<file path="src/rtl/l2_cache_response_queue_pkg.sv">
// Shared L2 request/response packet types, op encodings and cache geometry
// used by the L2 writeback and response stages.
package l2_cache_response_queue_pkg;

  localparam int NUM_CORES          = 4;
  localparam int L1_WAY_INDEX_WIDTH = 2;
  localparam int CACHE_LINE_BITS    = 128;
  localparam int ADDR_WIDTH         = 32;
  localparam int CORE_ID_WIDTH      = $clog2(NUM_CORES);
  localparam int UNIT_WIDTH         = 2;
  localparam int STRAND_WIDTH       = 2;

  typedef enum logic [2:0] {
    L2REQ_LOAD        = 3'd0,
    L2REQ_STORE       = 3'd1,
    L2REQ_FLUSH       = 3'd2,
    L2REQ_DINVALIDATE = 3'd3,
    L2REQ_IINVALIDATE = 3'd4,
    L2REQ_LOAD_SYNC   = 3'd5,
    L2REQ_STORE_SYNC  = 3'd6
  } l2req_op_t;

  typedef enum logic [1:0] {
    L2RSP_LOAD_ACK    = 2'd0,
    L2RSP_STORE_ACK   = 2'd1,
    L2RSP_DINVALIDATE = 2'd2,
    L2RSP_IINVALIDATE = 2'd3
  } l2rsp_op_t;

  typedef struct packed {
    logic                          valid;
    logic [CORE_ID_WIDTH-1:0]      core;
    logic [UNIT_WIDTH-1:0]         unit;
    logic [STRAND_WIDTH-1:0]       strand;
    l2req_op_t                     op;
    logic [ADDR_WIDTH-1:0]         address;
    logic [L1_WAY_INDEX_WIDTH-1:0] way;
  } l2req_packet_t;

  typedef struct packed {
    logic                                    valid;
    logic                                    status;
    logic [CORE_ID_WIDTH-1:0]                core;
    logic [UNIT_WIDTH-1:0]                   unit;
    logic [STRAND_WIDTH-1:0]                 strand;
    l2rsp_op_t                               op;
    logic [NUM_CORES-1:0]                    update;
    logic [NUM_CORES*L1_WAY_INDEX_WIDTH-1:0] way;
    logic [ADDR_WIDTH-1:0]                   address;
    logic [CACHE_LINE_BITS-1:0]              data;
  } l2rsp_packet_t;

  // Maintenance ops answer even when the line missed in the L2.
  function automatic logic l2req_forces_response(input l2req_op_t op);
    return (op == L2REQ_FLUSH) || (op == L2REQ_DINVALIDATE) || (op == L2REQ_IINVALIDATE);
  endfunction

endpackage

</file>
<file path="src/rtl/l2_response_fifo.sv">
// Generic synchronous FIFO; a push while full is accepted only when a pop
// frees a slot in the same cycle. Output reads as all-zero while empty.
module l2_response_fifo #(
  parameter  int WIDTH = 8,
  parameter  int DEPTH = 8,
  localparam int PTR_W = $clog2(DEPTH),
  localparam int CNT_W = PTR_W + 1
) (
  input  logic             clk,
  input  logic             reset_n,
  input  logic             i_push,
  input  logic [WIDTH-1:0] i_data,
  input  logic             i_pop,
  output logic [WIDTH-1:0] o_data,
  output logic [CNT_W-1:0] o_count,
  output logic             o_full,
  output logic             o_empty
);

  logic [WIDTH-1:0] r_mem [DEPTH];
  logic [PTR_W-1:0] r_rd_ptr;
  logic [PTR_W-1:0] r_wr_ptr;
  logic [CNT_W-1:0] r_count;
  logic             w_push_ok;
  logic             w_pop_ok;

  assign o_full    = (r_count == CNT_W'(DEPTH));
  assign o_empty   = (r_count == '0);
  assign o_count   = r_count;
  assign w_pop_ok  = i_pop && !o_empty;
  assign w_push_ok = i_push && (!o_full || w_pop_ok);
  assign o_data    = o_empty ? '0 : r_mem[r_rd_ptr];

  // NOTE: sequential state uses non-blocking assignments so every register
  // samples pre-edge values regardless of process evaluation order.
  always_ff @(posedge clk or negedge reset_n) begin
    if (!reset_n) begin
      r_rd_ptr <= '0;
      r_wr_ptr <= '0;
      r_count  <= '0;
    end else begin
      if (w_push_ok) r_wr_ptr <= r_wr_ptr + 1'b1;
      if (w_pop_ok)  r_rd_ptr <= r_rd_ptr + 1'b1;
      case ({w_push_ok, w_pop_ok})
        2'b10:   r_count <= r_count + 1'b1;
        2'b01:   r_count <= r_count - 1'b1;
        default: r_count <= r_count;
      endcase
    end
  end

  // NOTE: storage is deliberately not reset; occupancy gates every read, so
  // stale contents are never visible and the array maps onto plain RAM.
  always_ff @(posedge clk) begin
    if (w_push_ok) r_mem[r_wr_ptr] <= i_data;
  end

endmodule

</file>
<file path="src/rtl/l2_cache_response_queue.sv">
// L2 response stage: builds a response per qualifying request and queues it
// behind ready/valid backpressure. Optional checking: L2RSP_OVERFLOW_CHECK_EN.
module l2_cache_response_queue
  import l2_cache_response_queue_pkg::*;
#(
  parameter int NUM_CORES          = l2_cache_response_queue_pkg::NUM_CORES,
  parameter int L1_WAY_INDEX_WIDTH = l2_cache_response_queue_pkg::L1_WAY_INDEX_WIDTH,
  parameter int FIFO_DEPTH         = 8,
  parameter int PIPE_SLACK         = 3
) (
  input  logic                                    clk,
  input  logic                                    reset_n,
  input  l2req_packet_t                           wr_l2req_packet,
  input  logic [CACHE_LINE_BITS-1:0]              wr_data,
  input  logic [NUM_CORES-1:0]                    wr_l1_has_line,
  input  logic [NUM_CORES*L1_WAY_INDEX_WIDTH-1:0] wr_dir_l1_way,
  input  logic                                    wr_cache_hit,
  input  logic                                    wr_is_l2_fill,
  input  logic                                    wr_store_sync_success,
  output l2rsp_packet_t                           l2rsp_packet,
  input  logic                                    l2rsp_ready,
  output logic                                    almost_full,
  output logic                                    overflow
);

  localparam int L2RSP_PTR_WIDTH = $clog2(FIFO_DEPTH);
  localparam int L2RSP_CNT_WIDTH = L2RSP_PTR_WIDTH + 1;
  localparam logic [L2RSP_CNT_WIDTH-1:0] AF_THRESHOLD = L2RSP_CNT_WIDTH'(FIFO_DEPTH - PIPE_SLACK);

  l2rsp_packet_t              w_rsp;
  logic                       w_qualify;
  logic                       w_full;
  logic                       w_empty;
  logic                       w_pop;
  logic                       w_push_ok;
  logic [L2RSP_CNT_WIDTH-1:0] w_count;
  logic [L2RSP_CNT_WIDTH-1:0] w_next_count;
  logic                       r_almost_full;

  // NOTE: every always_comb output gets a default first so no path leaves it
  // unassigned, which would otherwise infer a latch.
  always_comb begin
    w_rsp         = '0;
    w_qualify     = wr_l2req_packet.valid &&
                    (wr_cache_hit || wr_is_l2_fill || l2req_forces_response(wr_l2req_packet.op));
    w_rsp.valid   = 1'b1;
    w_rsp.status  = 1'b1;
    w_rsp.core    = wr_l2req_packet.core;
    w_rsp.unit    = wr_l2req_packet.unit;
    w_rsp.strand  = wr_l2req_packet.strand;
    w_rsp.address = wr_l2req_packet.address;
    w_rsp.data    = wr_data;
    w_rsp.op      = L2RSP_LOAD_ACK;
    case (wr_l2req_packet.op)
      L2REQ_STORE_SYNC: begin
        w_rsp.op     = L2RSP_STORE_ACK;
        w_rsp.status = wr_store_sync_success;
        w_rsp.update = wr_l1_has_line & {NUM_CORES{wr_store_sync_success}};
      end
      L2REQ_STORE: begin
        w_rsp.op     = L2RSP_STORE_ACK;
        w_rsp.update = wr_l1_has_line;
      end
      L2REQ_DINVALIDATE: begin
        w_rsp.op     = L2RSP_DINVALIDATE;
        w_rsp.update = wr_l1_has_line;
      end
      L2REQ_IINVALIDATE: w_rsp.op = L2RSP_IINVALIDATE;
      default:           w_rsp.op = L2RSP_LOAD_ACK;
    endcase
    for (int i = 0; i < NUM_CORES; i++) begin
      w_rsp.way[i*L1_WAY_INDEX_WIDTH +: L1_WAY_INDEX_WIDTH] =
        wr_l1_has_line[i] ? wr_dir_l1_way[i*L1_WAY_INDEX_WIDTH +: L1_WAY_INDEX_WIDTH]
                          : wr_l2req_packet.way;
    end
  end

  assign w_pop        = !w_empty && l2rsp_ready;
  assign w_push_ok    = w_qualify && (!w_full || w_pop);
  assign w_next_count = w_count + L2RSP_CNT_WIDTH'(w_push_ok) - L2RSP_CNT_WIDTH'(w_pop);

  l2_response_fifo #(
    .WIDTH ($bits(l2rsp_packet_t)),
    .DEPTH (FIFO_DEPTH)
  ) u_fifo (
    .clk     (clk),
    .reset_n (reset_n),
    .i_push  (w_qualify),
    .i_data  (w_rsp),
    .i_pop   (w_pop),
    .o_data  (l2rsp_packet),
    .o_count (w_count),
    .o_full  (w_full),
    .o_empty (w_empty)
  );

  always_ff @(posedge clk or negedge reset_n) begin
    if (!reset_n) r_almost_full <= 1'b0;
    else          r_almost_full <= (w_next_count >= AF_THRESHOLD);
  end

  assign almost_full = r_almost_full;

`ifdef L2RSP_OVERFLOW_CHECK_EN
  localparam logic [7:0] SLACK_CYCLES = 8'(PIPE_SLACK);
  logic       r_overflow;
  logic [7:0] r_af_cycles;

  always_ff @(posedge clk or negedge reset_n) begin
    if (!reset_n) begin
      r_overflow  <= 1'b0;
      r_af_cycles <= '0;
    end else begin
      if (w_qualify && w_full && !w_pop) r_overflow <= 1'b1;
      if (!r_almost_full)          r_af_cycles <= '0;
      else if (r_af_cycles != '1)  r_af_cycles <= r_af_cycles + 1'b1;
    end
  end

  assign overflow = r_overflow;

  a_no_drop: assert property (@(posedge clk) disable iff (!reset_n)
    !(w_qualify && w_full && !w_pop));
  // Upstream may still issue PIPE_SLACK in-flight requests after the stall.
  a_slack_respected: assert property (@(posedge clk) disable iff (!reset_n)
    !(w_qualify && (r_af_cycles >= SLACK_CYCLES)));
`else
  assign overflow = 1'b0;
`endif

endmodule

</file>
<file path="config.mk">
export PLATFORM = sky130hd
export DESIGN_NAME = l2_cache_response_queue
export DESIGN_NICKNAME = d
export VERILOG_FILES = /design/src/rtl/l2_cache_response_queue_pkg.sv /design/src/rtl/l2_response_fifo.sv /design/src/rtl/l2_cache_response_queue.sv
export SDC_FILE = /design/constraint.sdc
export NUM_CORES = 1
export LEC_CHECK = 0
export ABC_CLOCK_PERIOD_IN_PS = 13930
export BUFFER_PORTS_ARGS = -buffer_cell sky130_fd_sc_hd__buf_2
export CORE_ASPECT_RATIO = 0.8
export CORE_MARGIN = 3
export CORE_UTILIZATION = 40
export DETAILED_ROUTE_END_ITERATION = 8
export PLACE_DENSITY = 0.61
export SLEW_MARGIN = 40
export SYNTH_ARGS = -nofsm -noshare
export SYNTH_HDL_FRONTEND = slang
export SYNTH_HIERARCHICAL = 1
export SYNTH_SLANG_ARGS = --single-unit
</file>
<file path="constraint.sdc">
create_clock -name clk -period 13.93 [get_ports clk]
set_input_delay 0 -clock clk [delete_from_list [all_inputs] [get_ports clk]]
set_output_delay 0 -clock clk [all_outputs]
set_load 0.03 [all_outputs]
</file>
==> metrics.log, run 1 <==
[metrics] TritonCTS Sinks: 1467
[metrics] CTS root buffer: sky130_fd_sc_hd__clkbuf_16
[metrics] layout net count: 3334
[metrics] element type at the critical path end: flop
[metrics] Leakage Power: 22.5 nW
[metrics] Worst EP arrival: 5.69 ns
[metrics] number of distinct standard cells referenced by the synthesized netlist: 43
[metrics] synth top area cells: sky130_fd_sc_hd__edfxtp_1, sky130_fd_sc_hd__mux4_2, sky130_fd_sc_hd__mux2i_1
[metrics] commonest non-fill, non-tap cell in the layout: sky130_fd_sc_hd__edfxtp_1
[metrics] number of vias per cell: 5.21
[metrics] number of DRC markers in iteration 0: 1978
[metrics] final setup slack of the worst path: 8.63 ns
[metrics] post-detailed-placement half-perimeter wirelength: 68300 um
[metrics] Die ar.: 146000 um2
[metrics] setup_tns: 0 ns
[metrics] primary flip-flop cell chosen by synthesis mapping: sky130_fd_sc_hd__edfxtp_1
[metrics] Worst Hold Depth: 2
[metrics] number of top-level pins: 374
[metrics] cts repair resizes: 0
[metrics] Post-Synthesis Cell Area: 56500 um2
[metrics] aggregate global routing overflow: 0
[metrics] number of warnings issued by yosys: 6
[metrics] vias after detailed routing: 26600
[metrics] Std-Cell Rows: 122
[metrics] count of buffers inserted at the top-level ports: 372
[metrics] per-cell routed wire length: 24.1 um
[metrics] DR pass1 iterations: 5
[metrics] mean instance size in the synthesized netlist: 23.2 um2
[metrics] data required time of the critical path: 14.32 ns
[metrics] max-cap check violation count: 0
[metrics] Chip Height: 342 um
[metrics] proportion of synthesized flip-flops having asynchronous set or reset: 0.750%
[metrics] number of remaining DRC errors: 0
[metrics] type of the setup path with the least slack: flop to flop
[metrics] share of layout cells above drive strength 1: 30.8%
[metrics] core footprint: 139000 um2
[metrics] share of Yosys cell area claimed by the top area cell type: 77.3%
[metrics] Antenna Violating Nets Remaining: 0
[metrics] share of the clock period used by the worst path after layout: 38.0%
[metrics] fill count: 11200
[metrics] fin crit period: 5.30 ns
[metrics] number of global-route vias before repair: 28600
[metrics] power per standard cell area: 215 nW/um2
[metrics] cts bufs inserted: 142
[metrics] depth of the CTS H-tree: 4
[metrics] post-synthesis cell count: 2434
[metrics] area delta synth->final: 19.3%
[metrics] Highest Clock Rate: 189 MHz
[metrics] worst r2r path cells: 9
[metrics] crit path launch type: flop
[metrics] unrepaired setup endpoints after global routing: false
[metrics] weighted congestion reported at the end of routability-driven placement: 0.712
[metrics] TritonCTS clock tree: yes
[metrics] top library cells by usage in the layout, fill and taps aside: sky130_fd_sc_hd__edfxtp_1, sky130_fd_sc_hd__buf_2, sky130_fd_sc_hd__mux4_2, sky130_fd_sc_hd__dlygate4sd3_1, sky130_fd_sc_hd__nor2_1
[metrics] total count of max-transition violations in the final report: 0
[metrics] overall fraction of global-route tracks in use: 16.9%
[metrics] die outline width: 426 um
[metrics] number of register bits inferred by synthesis: 1467
[metrics] cell type with the highest aggregate area in the netlist: sky130_fd_sc_hd__edfxtp_1
[metrics] register area share after synthesis: 77.8%
[metrics] clock input transition at the sequential cells of the worst setup and hold paths: 0.06 ns
[metrics] antenna violations before repair: 7
[metrics] EDFF count, synth: 1456
[metrics] setup-violating endpoint count in the final report: 0
[metrics] worst max-slew margin expressed relative to the limit: 44.0%
[metrics] initial core utilization: 40.6%
[metrics] total count of hold-check failures in the final report: 0
[metrics] maximum clock skew at final layout: 0.0246 ns
[metrics] largest net degree at the start of global routing: 89
[metrics] largest buffer count on any clock path: 3
[metrics] pre-CTS WS: 8.63 ns
[metrics] wire length of the first global-routing pass: 184000 um
[metrics] biggest fanout along the worst timing path: 46
[metrics] total length of routed wires: 123000 um
[metrics] result of the run: finished clean
[metrics] IR drop worst, VDD: 0.000180 V
[metrics] worst-margin pin slew: 0.838 ns
[metrics] worst min-delay path category: primary input to flop
[metrics] later-pin clock latency in the skew report: 0.77 ns
through the flow:
stage / hold WS, ns / utilization, % / instance area (um2) / total power [W] / cells
2_1_floorplan: -0.296 / - / 56600 / 0.00961 / 2441
3_5_place_dp: -0.0473 / 43.4 / 60500 / 0.0110 / 4600
3_3_place_gp: -0.0512 / 43.2 / 60200 / 0.0109 / 4590
6_report: 0.0594 / 48.4 / 67400 / 0.0145 / 5106
4_1_cts: 0.000733 / 48.3 / 67400 / 0.0147 / 5094
5_1_grt: 0.0349 / 48.4 / 67400 / 0.0152 / 5098
cell usage after synthesis (all sizes together), types with 2 or more instances:
cell type  instances
nor2             193
a211oi             2
a2bb2oi            3
nand2              7
o32ai              2
o21ai              7
and2               5
nand2b             9
nor3               4
buf              118
conb               2
inv               11
nor2b              3
mux2              10
clkbuf             8
mux4             364
dfrtp             11
edfxtp          1456
a21oi              2
mux2i            186
ha                 8
nand3              3
xor2               4
fa                 2
xnor2              4
layout make-up:
type,count,area (um2),share of cell area [%]
clock buffers,184,3770,5.60
inverters,11,46.3,0.0686
well taps,1860,2330,3.45
flip-flops and latches,1467,44000,65.3
clock inverters,62,589,0.874
diodes,10,25.0,0.0371
repair buffers,675,5100,7.56
multi-input cells,837,11600,17.2
worst paths after layout:
path / start / to / slack (ns)
worst max-delay path: u_fifo/o_count[1] / u_fifo/r_mem[2][21] / 8.63
worst min-delay path: wr_l2req_packet[6] / u_fifo/r_mem[2][132] / 0.06
worst max register to register: u_fifo/o_count[1] / u_fifo/r_mem[2][21] / 8.63
worst min register to register: u_fifo/r_wr_ptr[0] / u_fifo/r_wr_ptr[0] / 0.54
max in group asynchronous: reset_n / u_fifo/r_rd_ptr[2] / 12.98
min in group asynchronous: reset_n / u_fifo/r_wr_ptr[1] / 0.43
what timing repair did:
action,in CTS,in global routing
buffers inserted,0,0
hold endpoints to repair,1465,0
hold buffers,248,0
registers in the layout, indices dropped and copies added, names as in the netlist:
name / cells
almost_full: 1
u_fifo/r_wr_ptr: 3
u_fifo/r_mem: 1456
u_fifo/o_count: 4
u_fifo/r_rd_ptr: 3
worst max-delay path: stages (launching register included):
cell,delay (ns)
sky130_fd_sc_hd__dfrtp_1,0.55
sky130_fd_sc_hd__or4_4,0.26
sky130_fd_sc_hd__inv_6,0.19
sky130_fd_sc_hd__nor2b_1,0.72
sky130_fd_sc_hd__nor2b_1,0.14
sky130_fd_sc_hd__a21boi_1,0.50
sky130_fd_sc_hd__nand2b_1,0.39
sky130_fd_sc_hd__nor2_4,0.61
sky130_fd_sc_hd__buf_4,0.77
sky130_fd_sc_hd__buf_4,0.71
where the power goes:
group	switching (W)	internal (W)	leakage [nW]
clock network	0.00156	0.00207	2.12
logic	0.00329	0.00196	7.07
registers	0.000168	0.00545	13.3
routing by layer:
layer	GRT usage (%)	share of wire [%]	vias to the layer above
met5	0	0.011	-
li1	-	-	11600
met1	23.1	43	14200
met3	3.39	4.9	148
met4	3.76	1.4	2
met2	28.3	51	652
cell families (layout without fill, tap and decap cells):
kind of cell / Yosys count / count (layout) / synth area share (%)
xor+xnor: 8 / 8 / 0.124
simple gates: 228 / 228 / 1.65
flops: 1467 / 1467 / 77.8
mux: 560 / 560 / 18.0
other cells: 2 / 19 / 0.0133
fa+ha+maj: 10 / 10 / 0.248
compound gates: 22 / 22 / 0.272
buf+inv: 137 / 932 / 1.88
(Power assumes the default switching activity.)
==> run 2, diff against run 1 <==
ABC_CLOCK_PERIOD_IN_PS = 4500   (was 13930)
clock period = 4.5 ns   (was 13.93 ns; I/O delays follow)
==> run 2 against run 1 <==
Against the previous run: worst setup slack got worse by 7.9 ns; hold slack improved by 0.0043 ns; clock power grew to 3.3 times the previous value; critical endpoint is now u_fifo/r_mem[2][175].
==> metrics.log, run 2 (synthesized netlist as in run 1, its figures left out) <==
[metrics] result of the run: finished clean (unchanged)
[metrics] IR drop worst, VDD: 0.000448 V (was 0.000180 V)
[metrics] number of global-route vias before repair: 28300 (was 28600)
[metrics] total length of routed wires: 126000 um (was 123000 um)
[metrics] Cell Count, Final, Fillers Out: 5084 (was 5106)
[metrics] placed instance count: 4607 (was 4600)
[metrics] number of top-level pins: 374 (unchanged)
[metrics] worst max-slew margin expressed relative to the limit: 44.5% (was 44.0%)
[metrics] later-pin clock latency in the skew report: 0.76 ns (was 0.77 ns)
[metrics] clock input transition at the sequential cells of the worst setup and hold paths: 0.07 ns (was 0.06 ns)
[metrics] Worst EP arrival: 4.14 ns (was 5.69 ns)
[metrics] crit path max-delay cell type: sky130_fd_sc_hd__dfrtp_1 (was sky130_fd_sc_hd__buf_4)
[metrics] share of the clock period used by the worst path after layout: 83.0% (was 38.0%)
[metrics] Leakage Power: 22.6 nW (was 22.5 nW)
[metrics] worst-margin pin slew: 0.832 ns (was 0.838 ns)
[metrics] fill count: 11300 (was 11200)
[metrics] post-detailed-placement half-perimeter wirelength: 73100 um (was 68300 um)
[metrics] Die ar.: 146000 um2 (unchanged)
[metrics] count of buffers inserted at the top-level ports: 372 (unchanged)
[metrics] maximum clock skew at final layout: 0.0312 ns (was 0.0246 ns)
[metrics] core footprint: 139000 um2 (unchanged)
[metrics] per-cell routed wire length: 24.8 um (was 24.1 um)
[metrics] unrepaired setup endpoints after global routing: false (unchanged)
[metrics] total count of hold-check failures in the final report: 0 (unchanged)
[metrics] vias after detailed routing: 26300 (was 26600)
[metrics] largest buffer count on any clock path: 3 (unchanged)
[metrics] element type at the critical path end: flop (unchanged)
[metrics] number of DRC markers in iteration 0: 1928 (was 1978)
[metrics] worst path buffer plus inverter count: 5 (was 3)
[metrics] Chip Height: 342 um (unchanged)
[metrics] power per standard cell area: 678 nW/um2 (was 215 nW/um2)
[metrics] TritonCTS clock tree: yes (unchanged)
[metrics] number of vias per cell: 5.17 (was 5.21)
[metrics] aggregate global routing overflow: 0 (unchanged)
[metrics] number of remaining DRC errors: 0 (unchanged)
[metrics] overall fraction of global-route tracks in use: 17.3% (was 16.9%)
[metrics] final setup slack of the worst path: 0.764 ns (was 8.63 ns)
[metrics] cts bufs inserted: 145 (was 142)
[metrics] crit path launch type: flop (unchanged)
[metrics] commonest non-fill, non-tap cell in the layout: sky130_fd_sc_hd__edfxtp_1 (unchanged)
[metrics] weighted congestion reported at the end of routability-driven placement: 0.751 (was 0.712)
[metrics] CP peak stage delay: 0.48 ns (was 0.77 ns)
[metrics] DR pass1 iterations: 5 (unchanged)
[metrics] biggest fanout along the worst timing path: 63 (was 46)
[metrics] family with the most delay on the worst path: simple AND/OR/NAND/NOR gates (unchanged)
[metrics] share of layout cells above drive strength 1: 32.2% (was 30.8%)
[metrics] fin crit period: 3.74 ns (was 5.30 ns)
[metrics] depth of the CTS H-tree: 4 (unchanged)
[metrics] initial core utilization: 40.6% (unchanged)
[metrics] CTS root buffer: sky130_fd_sc_hd__clkbuf_16 (unchanged)
[metrics] die outline width: 426 um (unchanged)
[metrics] TritonCTS Sinks: 1467 (unchanged)
[metrics] Std-Cell Rows: 122 (unchanged)
[metrics] top library cells by usage in the layout, fill and taps aside: sky130_fd_sc_hd__edfxtp_1, sky130_fd_sc_hd__buf_2, sky130_fd_sc_hd__mux4_2, sky130_fd_sc_hd__dlygate4sd3_1, sky130_fd_sc_hd__nor2_1 (unchanged)
[metrics] layout net count: 3301 (was 3334)
[metrics] data required time of the critical path: 4.91 ns (was 14.32 ns)
[metrics] area delta synth->final: 19.6% (was 19.3%)
[metrics] wire length of the first global-routing pass: 186000 um (was 184000 um)
[metrics] worst min-delay path category: primary input to flop (unchanged)
[metrics] Highest Clock Rate: 268 MHz (was 189 MHz)
[metrics] antenna violations before repair: 17 (was 7)
[metrics] Biggest register: u_fifo/r_mem (unchanged)
[metrics] Post-CTS Repair Setup Buffers: 0 (unchanged)
[metrics] largest net degree at the start of global routing: 108 (was 89)
[metrics] cell-by-cell trace of the critical path: or4_4, inv_6, nor2b_4, nor2b_4, a21boi_4, nand2b_4, nor2_4, clkbuf_16, buf_12, buf_16, buf_16 (was or4_4, inv_6, nor2b_1, nor2b_1, a21boi_1, nand2b_1, nor2_4, buf_4, buf_4)
[metrics] total count of max-transition violations in the final report: 0 (unchanged)
[metrics] Antenna Violating Nets Remaining: 0 (unchanged)
[metrics] setup-violating endpoint count in the final report: 0 (unchanged)
[metrics] Largest register FFs: 1456 (unchanged)
[metrics] max-cap check violation count: 0 (unchanged)
[metrics] type of the setup path with the least slack: flop to flop (unchanged)
[metrics] pre-CTS WS: 0.614 ns (was 8.63 ns)
run 2: power breakdown:
group / internal, W / total, W / switching (W)
registers: 0.0169 / 0.0174 / 0.000555
clock network: 0.00697 / 0.0119 / 0.00489
logic: 0.00620 / 0.0165 / 0.0103
total: 0.0300 / 0.0458 / 0.0158
run 2: cell type report:
| type | instances | area [um2] | share of cell area (%) |
|---|---|---|---|
| Antenna cell | 14 | 35.0 | 0.0518 |
| Clock buffer | 176 | 3870 | 5.73 |
| Clock inverter | 80 | 797 | 1.18 |
| Inverter | 11 | 46.3 | 0.0685 |
| Multi-Input combinational cell | 837 | 11600 | 17.2 |
| Sequential cell | 1467 | 44000 | 65.1 |
| Tap cell | 1860 | 2330 | 3.44 |
| Timing Repair Buffer | 639 | 4900 | 7.24 |
run 2: metal layers:
layer,track usage [%],up-vias,routed length (um),share of wire [%]
li1,-,11500,-,-
met1,22.7,14000,52400,42
met2,29.8,597,65100,52
met3,3.48,155,6260,5.0
met4,4.35,8,2060,1.6
met5,0,-,43,0.034
run 2: final timing paths:
check                              startpoint              endpoint  slack [ns]  cells after the start
min in group asynchronous             reset_n           almost_full        0.28                      3
max                         u_fifo/o_count[0]  u_fifo/r_mem[2][175]        0.76                     11
max in group asynchronous             reset_n    u_fifo/r_rd_ptr[1]        3.79                      3
min reg2reg                u_fifo/r_wr_ptr[0]    u_fifo/r_wr_ptr[0]        0.60                      1
max reg2reg                 u_fifo/o_count[0]  u_fifo/r_mem[2][175]        0.76                     11
min                               wr_data[89]   u_fifo/r_mem[2][89]        0.06                      2
run 2: stage by stage:
| stage | total power, W | util, % | instance area, um2 | hold slack, ns | TNS [ns] |
|---|---|---|---|---|---|
| floorplan | 0.0295 | - | 56700 | -0.296 | -605.80 |
| global placement | 0.0341 | 43.5 | 60600 | -0.111 | 0 |
| detailed placement | 0.0345 | 43.6 | 60700 | -0.105 | 0 |
| CTS | 0.0466 | 48.4 | 67400 | 0.000240 | 0 |
| global route | 0.0480 | 48.5 | 67600 | 0.0375 | 0 |
| finish | 0.0458 | 48.5 | 67600 | 0.0638 | 0 |
run 2: timing repair:
action | 4_1_cts | 5_1_grt
hold buffers | 202 | 0
gates resized for setup | 0 | 0
hold endpoints to repair | 1469 | 0
